**src/rtl/mem_port_arbiter_pkg.sv**
```systemverilog
// Shared types and defaults for the IF/LS memory port arbiter.
package mem_port_arbiter_pkg;

    localparam int unsigned ADDR_WIDTH_DEF    = 32;
    localparam int unsigned DATA_WIDTH_DEF    = 32;
    localparam int unsigned RAM_AW_DEF        = 10;
    localparam int unsigned MAX_LS_STREAK_DEF = 4;

    // Which requester owns the RAM access issued in the previous cycle
    typedef enum logic [1:0] {
        OWN_NONE = 2'b00,
        OWN_IF   = 2'b01,
        OWN_LS   = 2'b10
    } owner_e;

endpackage

```
**src/rtl/mem_port_arbiter_if.sv**
```systemverilog
// Request/response and RAM-side signal bundle of the memory port arbiter.
interface mem_port_arbiter_if #(
    parameter int unsigned ADDR_WIDTH = 32,
    parameter int unsigned DATA_WIDTH = 32,
    parameter int unsigned RAM_AW     = 10
);
    localparam int unsigned STRB_W = DATA_WIDTH / 8;

    logic                  if_req_valid;
    logic [ADDR_WIDTH-1:0] if_req_addr;
    logic                  if_req_ready;
    logic                  if_rsp_valid;
    logic [DATA_WIDTH-1:0] if_rsp_rdata;

    logic                  ls_req_valid;
    logic                  ls_req_we;
    logic [ADDR_WIDTH-1:0] ls_req_addr;
    logic [STRB_W-1:0]     ls_req_wstrb;
    logic [DATA_WIDTH-1:0] ls_req_wdata;
    logic                  ls_req_ready;
    logic                  ls_rsp_valid;
    logic [DATA_WIDTH-1:0] ls_rsp_rdata;

    logic                  ram_en;
    logic [STRB_W-1:0]     ram_we;
    logic [RAM_AW-1:0]     ram_addr;
    logic [DATA_WIDTH-1:0] ram_wdata;
    logic [DATA_WIDTH-1:0] ram_rdata;

    modport slave (
        input  if_req_valid, if_req_addr,
        output if_req_ready, if_rsp_valid, if_rsp_rdata,
        input  ls_req_valid, ls_req_we, ls_req_addr, ls_req_wstrb, ls_req_wdata,
        output ls_req_ready, ls_rsp_valid, ls_rsp_rdata,
        output ram_en, ram_we, ram_addr, ram_wdata,
        input  ram_rdata
    );

    modport master (
        output if_req_valid, if_req_addr,
        input  if_req_ready, if_rsp_valid, if_rsp_rdata,
        output ls_req_valid, ls_req_we, ls_req_addr, ls_req_wstrb, ls_req_wdata,
        input  ls_req_ready, ls_rsp_valid, ls_rsp_rdata,
        input  ram_en, ram_we, ram_addr, ram_wdata,
        output ram_rdata
    );

endinterface

```
**src/rtl/mem_port_arbiter_prio.sv**
```systemverilog
// LS-priority grant decision with a streak counter that bounds IF starvation.
module mem_arb_prio
    import mem_port_arbiter_pkg::*;
#(
    parameter int unsigned MAX_LS_STREAK = MAX_LS_STREAK_DEF
) (
    input  logic clk,
    input  logic rst,
    input  logic if_valid,
    input  logic ls_valid,
    output logic grant_if,
    output logic grant_ls
);
    localparam int unsigned          STREAK_W   = $clog2(MAX_LS_STREAK + 1);
    localparam logic [STREAK_W-1:0]  STREAK_MAX = STREAK_W'(MAX_LS_STREAK);

    logic [STREAK_W-1:0] streak_q, streak_d;

    // Grants are masked during reset so no RAM access (and no write) can issue
    always_comb begin
        grant_if = 1'b0;
        grant_ls = 1'b0;
        streak_d = '0;
        if (!rst) begin
            grant_if = if_valid && (!ls_valid || (streak_q == STREAK_MAX));
            grant_ls = ls_valid && !grant_if;
        end
        if (grant_ls && if_valid) begin
            streak_d = (streak_q == STREAK_MAX) ? STREAK_MAX : streak_q + STREAK_W'(1);
        end
    end

    always_ff @(posedge clk or posedge rst) begin
        if (rst) begin
            streak_q <= '0;
        end else begin
            streak_q <= streak_d;
        end
    end

endmodule

```
**src/rtl/mem_port_arbiter.sv**
```systemverilog
// Shares one single-port synchronous RAM between IF and LS requesters; read data
// returns one cycle after issue and is steered to the issuing requester.
module mem_port_arbiter
    import mem_port_arbiter_pkg::*;
#(
    parameter int unsigned ADDR_WIDTH    = ADDR_WIDTH_DEF,
    parameter int unsigned DATA_WIDTH    = DATA_WIDTH_DEF,
    parameter int unsigned RAM_AW        = RAM_AW_DEF,
    parameter int unsigned MAX_LS_STREAK = MAX_LS_STREAK_DEF
) (
    input  logic              clk,
    input  logic              rst,
    mem_port_arbiter_if.slave bus
);
    localparam int unsigned STRB_W = DATA_WIDTH / 8;

    logic   grant_if, grant_ls;
    owner_e owner_q, owner_d;
    logic   we_q, we_d;
    logic   unused_addr_bits;

    mem_arb_prio #(
        .MAX_LS_STREAK (MAX_LS_STREAK)
    ) u_prio (
        .clk      (clk),
        .rst      (rst),
        .if_valid (bus.if_req_valid),
        .ls_valid (bus.ls_req_valid),
        .grant_if (grant_if),
        .grant_ls (grant_ls)
    );

    // Byte offset and bits above the RAM window do not select a word
    assign unused_addr_bits = ^{bus.if_req_addr[1:0], bus.if_req_addr[ADDR_WIDTH-1:RAM_AW+2],
                                bus.ls_req_addr[1:0], bus.ls_req_addr[ADDR_WIDTH-1:RAM_AW+2]};

    // Issue mux and response tag for the access granted this cycle
    always_comb begin
        bus.if_req_ready = grant_if;
        bus.ls_req_ready = grant_ls;
        bus.ram_en       = 1'b0;
        bus.ram_we       = '0;
        bus.ram_addr     = '0;
        bus.ram_wdata    = bus.ls_req_wdata;
        owner_d          = OWN_NONE;
        we_d             = 1'b0;
        if (grant_if) begin
            bus.ram_en   = 1'b1;
            bus.ram_addr = bus.if_req_addr[RAM_AW+1:2];
            owner_d      = OWN_IF;
        end else if (grant_ls) begin
            bus.ram_en   = 1'b1;
            bus.ram_addr = bus.ls_req_addr[RAM_AW+1:2];
            bus.ram_we   = bus.ls_req_we ? bus.ls_req_wstrb : STRB_W'(0);
            owner_d      = OWN_LS;
            we_d         = bus.ls_req_we;
        end
    end

    always_ff @(posedge clk or posedge rst) begin
        if (rst) begin
            owner_q <= OWN_NONE;
            we_q    <= 1'b0;
        end else begin
            owner_q <= owner_d;
            we_q    <= we_d;
        end
    end

    // Write acks carry zero data so LS never sees stale RAM output
    always_comb begin
        bus.if_rsp_valid = (owner_q == OWN_IF);
        bus.ls_rsp_valid = (owner_q == OWN_LS);
        bus.if_rsp_rdata = bus.if_rsp_valid ? bus.ram_rdata : DATA_WIDTH'(0);
        bus.ls_rsp_rdata = (bus.ls_rsp_valid && !we_q) ? bus.ram_rdata : DATA_WIDTH'(0);
    end

endmodule
```
**src/flat_wrapper.sv**
```systemverilog
// flat-port wrapper written by rule: the top's interface ports become plain ports
module mem_port_arbiter_flat import mem_port_arbiter_pkg::*;
#(
    parameter int unsigned ADDR_WIDTH    = ADDR_WIDTH_DEF,
    parameter int unsigned DATA_WIDTH    = DATA_WIDTH_DEF,
    parameter int unsigned RAM_AW        = RAM_AW_DEF,
    parameter int unsigned MAX_LS_STREAK = MAX_LS_STREAK_DEF
)
  (clk, rst, bus_if_req_valid, bus_if_req_addr, bus_if_req_ready, bus_if_rsp_valid, bus_if_rsp_rdata, bus_ls_req_valid, bus_ls_req_we, bus_ls_req_addr, bus_ls_req_wstrb, bus_ls_req_wdata, bus_ls_req_ready, bus_ls_rsp_valid, bus_ls_rsp_rdata, bus_ram_en, bus_ram_we, bus_ram_addr, bus_ram_wdata, bus_ram_rdata);
  mem_port_arbiter_if #(.ADDR_WIDTH(ADDR_WIDTH), .DATA_WIDTH(DATA_WIDTH), .RAM_AW(RAM_AW)) bus_i ();
  input  logic clk;
  input  logic rst;
  input wire logic [$bits(bus_i.if_req_valid)-1:0] bus_if_req_valid;
  input wire logic [$bits(bus_i.if_req_addr)-1:0] bus_if_req_addr;
  output wire logic [$bits(bus_i.if_req_ready)-1:0] bus_if_req_ready;
  output wire logic [$bits(bus_i.if_rsp_valid)-1:0] bus_if_rsp_valid;
  output wire logic [$bits(bus_i.if_rsp_rdata)-1:0] bus_if_rsp_rdata;
  input wire logic [$bits(bus_i.ls_req_valid)-1:0] bus_ls_req_valid;
  input wire logic [$bits(bus_i.ls_req_we)-1:0] bus_ls_req_we;
  input wire logic [$bits(bus_i.ls_req_addr)-1:0] bus_ls_req_addr;
  input wire logic [$bits(bus_i.ls_req_wstrb)-1:0] bus_ls_req_wstrb;
  input wire logic [$bits(bus_i.ls_req_wdata)-1:0] bus_ls_req_wdata;
  output wire logic [$bits(bus_i.ls_req_ready)-1:0] bus_ls_req_ready;
  output wire logic [$bits(bus_i.ls_rsp_valid)-1:0] bus_ls_rsp_valid;
  output wire logic [$bits(bus_i.ls_rsp_rdata)-1:0] bus_ls_rsp_rdata;
  output wire logic [$bits(bus_i.ram_en)-1:0] bus_ram_en;
  output wire logic [$bits(bus_i.ram_we)-1:0] bus_ram_we;
  output wire logic [$bits(bus_i.ram_addr)-1:0] bus_ram_addr;
  output wire logic [$bits(bus_i.ram_wdata)-1:0] bus_ram_wdata;
  input wire logic [$bits(bus_i.ram_rdata)-1:0] bus_ram_rdata;
  assign bus_i.if_req_valid = bus_if_req_valid;
  assign bus_i.if_req_addr = bus_if_req_addr;
  assign bus_if_req_ready = bus_i.if_req_ready;
  assign bus_if_rsp_valid = bus_i.if_rsp_valid;
  assign bus_if_rsp_rdata = bus_i.if_rsp_rdata;
  assign bus_i.ls_req_valid = bus_ls_req_valid;
  assign bus_i.ls_req_we = bus_ls_req_we;
  assign bus_i.ls_req_addr = bus_ls_req_addr;
  assign bus_i.ls_req_wstrb = bus_ls_req_wstrb;
  assign bus_i.ls_req_wdata = bus_ls_req_wdata;
  assign bus_ls_req_ready = bus_i.ls_req_ready;
  assign bus_ls_rsp_valid = bus_i.ls_rsp_valid;
  assign bus_ls_rsp_rdata = bus_i.ls_rsp_rdata;
  assign bus_ram_en = bus_i.ram_en;
  assign bus_ram_we = bus_i.ram_we;
  assign bus_ram_addr = bus_i.ram_addr;
  assign bus_ram_wdata = bus_i.ram_wdata;
  assign bus_i.ram_rdata = bus_ram_rdata;
  mem_port_arbiter #(.ADDR_WIDTH(ADDR_WIDTH), .DATA_WIDTH(DATA_WIDTH), .RAM_AW(RAM_AW), .MAX_LS_STREAK(MAX_LS_STREAK)) u_core (.clk(clk), .rst(rst), .bus(bus_i));
endmodule
```
**config.mk**
```make
export PLATFORM = sky130hd
export DESIGN_NAME = mem_port_arbiter_flat
export DESIGN_NICKNAME = d
export VERILOG_FILES = /design/src/rtl/mem_port_arbiter_pkg.sv /design/src/rtl/mem_port_arbiter_if.sv /design/src/rtl/mem_port_arbiter_prio.sv /design/src/rtl/mem_port_arbiter.sv /design/src/flat_wrapper.sv
export SDC_FILE = /design/constraint.sdc
export NUM_CORES = 1
export LEC_CHECK = 0
export BUFFER_PORTS_ARGS = -buffer_cell sky130_fd_sc_hd__buf_2
export CAP_MARGIN = 20
export CORE_AREA = 4 4 96 98
export DETAILED_ROUTE_END_ITERATION = 8
export DIE_AREA = 0 0 100 102
export PLACE_DENSITY_LB_ADDON = 0.15
export SETUP_SLACK_MARGIN = 0.4
export SLEW_MARGIN = 20
export SYNTH_ARGS = -nofsm -noshare
export SYNTH_HDL_FRONTEND = slang
export SYNTH_SLANG_ARGS = --single-unit
```
**constraint.sdc**
```tcl
create_clock -name clk -period 1.3 [get_ports clk]
set_clock_uncertainty 0.1 [all_clocks]
set_input_delay 0 -clock clk [delete_from_list [all_inputs] [get_ports clk]]
set_output_delay 0 -clock clk [all_outputs]
set_load 0.02 [all_outputs]
```
* After elaboration in Yosys (flattened, before gate mapping)
Cells that the tools add are included. W data, S select, Z words.
Word-level totals: bits in registers 6, output and inout bits 115, logic and storage cells 32
Operators by class: add/sub/neg operators 1, equal/unequal tests 3, multiplexer cells 17, reduce and logical (&&, ||, !) cells 8
Operator list (count):
- $mux W32 | 2
- $mux W10 | 2
- $mux W4 | 3
- $mux W1 | 6
- $mux W3 | 2
- $logic_and A1 B1 Y1 | 4
- $mux W2 | 2
- $add A3 B1 Y3 const B | 1
- $eq A3 B3 Y1 const B | 1
- $logic_not A1 Y1 | 3
- $eq A2 B1 Y1 const B | 1
- $eq A2 B2 Y1 const B | 1
- $logic_or A1 B1 Y1 | 1

* Longest topological paths before layout
depth in word-level cells 8, gate-level depth with buffers 7

* Hierarchy
Synthesis repeated with hierarchy kept, for this count alone.
Second synthesis, totals: cell total of the unflattened synthesis 152, area total of the unflattened synthesis 1127.3 µm²
Modules (own cells, without submodules):
- mem_port_arbiter | times used 1, cells an instance 132, area each 939.7 µm²
- mem_arb_prio | times used 1, cells an instance 20, area each 187.7 µm²

* Worst setup path before layout
Ideal clock, no wire load.
kind flip-flop to output port, from reg u_core.u_prio.streak_q[0], to out bus_ram_addr[0], arrival time 1326 ps, setup slack -126 ps, stages on the path, launching flop included 8, path buffers 2, path through dfrtp_1 inv_1 ha_1 nand3_2 and2_4 buf_6 buf_6 a22o_1
Between the ends: word-level cells in the longest chain between the ends 8, elaborated cells between the ends (all ways) 9
Ends and longest elaborated chain:
- start, declared | RTL line mem_port_arbiter_prio.sv:17 | logic [STREAK_W-1:0] streak_q, streak_d;
- start signal, assigned | RTL line mem_port_arbiter_prio.sv:37 | streak_q <= streak_d;
- $eq A3 B3 Y1 | RTL line mem_port_arbiter_prio.sv:25 | grant_if = if_valid && (!ls_valid || (streak_q == STREAK_MAX));
- $logic_or A1 B1 Y1 | RTL line mem_port_arbiter_prio.sv:25
- $logic_and A1 B1 Y1 | RTL line mem_port_arbiter_prio.sv:25
- $logic_not A1 Y1 | RTL line mem_port_arbiter_prio.sv:26 | grant_ls = ls_valid && !grant_if;
- $logic_and A1 B1 Y1 | RTL line mem_port_arbiter_prio.sv:26
- $mux W1 | RTL line mem_port_arbiter_prio.sv:24 | if (!rst) begin
- via bus_ls_req_ready | RTL line flat_wrapper.sv:23 | output wire logic [$bits(bus_i.ls_req_ready)-1:0] bus_ls_req_ready;
- $mux W10 | RTL line mem_port_arbiter.sv:51 | end else if (grant_ls) begin
- $mux W10 | RTL line mem_port_arbiter.sv:47 | if (grant_if) begin
- end, declared | RTL line flat_wrapper.sv:28 | output wire logic [$bits(bus_i.ram_addr)-1:0] bus_ram_addr;
The timed path passes the listed nets, and every way through them passes these cells.

* Worst setup path after layout
from reg u_core.u_prio.streak_q[1], to out bus_ram_en
Between the ends: word-level cells in the longest chain between the ends 8, elaborated cells between the ends (all ways) 9
Ends and longest elaborated chain:
- $eq A3 B3 Y1 (*) | RTL line mem_port_arbiter_prio.sv:25
- $logic_or A1 B1 Y1 (*) | RTL line mem_port_arbiter_prio.sv:25
- $logic_and A1 B1 Y1 (*) | RTL line mem_port_arbiter_prio.sv:25
- $logic_not A1 Y1 | RTL line mem_port_arbiter_prio.sv:26
- $logic_and A1 B1 Y1 | RTL line mem_port_arbiter_prio.sv:26
- $mux W1 | RTL line mem_port_arbiter_prio.sv:24
- $mux W1 | RTL line mem_port_arbiter.sv:51
- $mux W1 (*) | RTL line mem_port_arbiter.sv:47
- end, declared | RTL line flat_wrapper.sv:26 | output wire logic [$bits(bus_i.ram_en)-1:0] bus_ram_en;
Every way passes the cells marked *; elsewhere a longest branch is shown, timed or not.

==> run metrics <==
Max transition margin between 80% and 90%; Syn Area/Cell ~7.7 µm²; TritonCTS Buffers 3; core area between 8000 and 9000 µm²; vias per cell roughly 3.8; GRT Max-Usage Layer met2; Worst EP arrival approximately 1500 ps; Slowest cell on crit path dfrtp_1; Die Y between 100 and 150 µm; synthesized net count 287; sw power roughly 0.00051 W; input/output buffers 143; root buffer cell clkbuf_8; Worst VDD drop between 200 and 300 µV; nets around 450; Synth Instances around 150; Hold WS -16.8 ps; Crit Path Class flip-flop to output pin; CTS tree yes; largest net degree at the start of global routing 17; post-layout total power ~0.0014 W; Post-synth EDFFs 0; power density over the cells roughly 430 nW/µm²; Highest Clock Rate between 600 and 700 MHz; clk sinks 6; FILL cells 812; Worst path max stage delay between 300 and 400 ps; initial antenna violation count 0; main flop type after synthesis dfrtp_1; Rows 34; worst slew pin tran about 250 ps; worst-path fanout max 8; status finished, violations left; final setup vio count 82; unrepaired setup endpoints after global routing yes; first-pass GRT wire length a little over 8000 µm; Initial Util between 10% and 20%; share of cells above drive strength 1 84.9%; Syn-to-layout area delta 191%; Max Slew Vio Count 0; die width 100 µm; final core utilization 39.2%; Hold Path Class input port to flip-flop; sequential fraction of design power between 10% and 20%; setup ws final -302 ps; via count around 1600; CP Cell Sequence inv_2 > ha_4 > nand3_4 > and2_4 > or2_4 > buf_6; # H-tree levels 1; met2 Use GR around a fifth; vias in the first global route ~1700; DRT Wirelength between 6000 and 7000 µm; mapped cell area about 1100 µm²; Async SR Flop Fraction 100%; Clock Path Buffers 2; CTS clk-pin slew, worst paths about 40 ps; drt first pass iters 4; number of synthesized register bits 6; warnings from Yosys 0; internal power about 0.00093 W; grt met1 use around a tenth; Final Wtd Congestion about 0.7; Pleak roughly 1.7 nW; Iter 0 DRT Violations 9; DRC viols 0; Seq/Total Area, Yosys between 10% and 20%; ANT nets after route 0; Final Hold Viols 2; Unique masters post-synth 26; GRT overflow 0; max-cap violations 0; GR Layer Usage met3 between 3 and 4%; Worst setup SP type flip-flop; IO Pins ~250; per-cell routed wire length 15.0 µm; Setup crit end kind output pin; Final HPWL DP 3750 µm; fin crit share 123%; die area 10200 µm²; antenna cell count 0; critical path data required time ~1200 ps; Clk Latency, worst-skew pair 230 ps; Clock Power Share ~20%; failing checks hold timing, setup timing; Tmin final around 1600 ps; Tot GR Track Use ~10%; sw frac 35.7%; Comb pwr share about two thirds
==> synthesized netlist by cell type (2+ instances only) <==
library cell   n  area [µm²]
dfrtp_1        6         150
inv_1          3        11.3
buf_4         32         240
ha_1           2        25.0
clkbuf_1       3        11.3
nand2_1        2        7.51
a22o_1         9        78.8
nor2_1         2        7.51
clkbuf_2       2        10.0
and3_2         5        37.5
and2_1        64         400
buf_6          3        33.8
and2b_1        2        15.0
==> cells by family after synthesis <==
kind of cell	after synthesis	share of synthesized area [%]
AOI/OAI and AO/OA	11	8.56
buffers and inverters	44	27.3
DFF	6	13.2
adders and majority gates	2	2.20
muxes	1	0.878
and+or+nand+nor	84	47.9
==> layout make-up <==
cell class / count / area [µm²] / area share, %
Timing Repair Buffer: 200 / 1980 / 59.7
Multi-Input combinational cell: 99 / 998 / 30.1
Sequential cell: 6 / 150 / 4.52
Tap cell: 108 / 135 / 4.07
Clock buffer: 3 / 41.3 / 1.24
Inverter: 3 / 11.3 / 0.339
==> registers in the layout (all words and copies together) (netlist names) <==
name	flops
u_core.owner_q	2
u_core.u_prio.streak_q	3
u_core.we_q	1
==> layer usage <==
metal / wire length (µm) / part of all wire [%]
met1: 2010 / 32
met4: 17 / 0.27
met5: 0 / 0
met3: 814 / 13
met2: 3430 / 55
==> path summary, 6_finish.rpt <==
path | cells after the start | start | to | slack [ps]
worst max-delay path | 6 | u_core.u_prio.streak_q[1]$_DFF_PP0_ | bus_ram_en | -300
worst min-delay path | 3 | bus_if_req_valid | u_core.u_prio.streak_q[2]$_DFF_PP0_ | -20
worst max register to register | 6 | u_core.u_prio.streak_q[1]$_DFF_PP0_ | u_core.u_prio.streak_q[1]$_DFF_PP0_ | 20
worst min register to register | 2 | u_core.u_prio.streak_q[0]$_DFF_PP0_ | u_core.u_prio.streak_q[0]$_DFF_PP0_ | 450
max in group asynchronous | 3 | rst | u_core.owner_q[1]$_DFF_PP0_ | 720
min in group asynchronous | 3 | rst | u_core.u_prio.streak_q[0]$_DFF_PP0_ | 180
==> critical path: cells and delay by family (launching register included) <==
family | cells | cell delay [ps]
flops | 1 | 390
fa+ha+maj | 1 | 170
buf+inv | 2 | 200
simple gates | 3 | 510
==> cells in the final DEF (no fill, tap or decap), types with 2 or more instances in the layout <==
cell type / n
buf_6: 89
and2_4: 66
buf_2: 60
dlygate4sd3_1: 33
a22o_4: 10
buf_12: 6
dfrtp_1: 6
and3_4: 4
buf_16: 4
buf_4: 4
clkbuf_8: 3
clkbuf_16: 3
inv_2: 2
nor2b_4: 2
and2b_4: 2
nor2_1: 2
==> power by group through the flow <==
stage | Sequential, W | Combinational [W] | Clock (W)
detailed placement | 0.000199 | 0.000557 | 0
global placement | 0.000199 | 0.000561 | 0
global route | 0.000197 | 0.00101 | 0.000299
finish | 0.000197 | 0.000959 | 0.000285
CTS | 0.000197 | 0.000904 | 0.000294
floorplan | 0.000199 | 0.000488 | 0
==> repair_timing <==
item,4_1_cts,5_1_grt
hold endpoints to repair,40,0
hold buffers,33,0
gates resized for setup,175,16
cloned,5,3
buffers inserted,5,4
endpoints found under the setup margin,89,89
pin swaps,6,2
==> metrics by stage <==
step           instance area (µm²)  setup TNS [ps]  cells  hold slack (ps)  setup slack [ps]
5_1_grt                       3320          -21000    419             19.2              -352
4_1_cts                       3140          -16890    412            -21.6              -341
3_3_place_gp                  2050           -1060    366             -119              -114
6_report                      3320          -16700    419            -16.8              -302
3_5_place_dp                  2050           -1150    366             -127              -129
2_1_floorplan                 1460            -649    148             -309             -74.4
(Power assumes the default switching activity.)
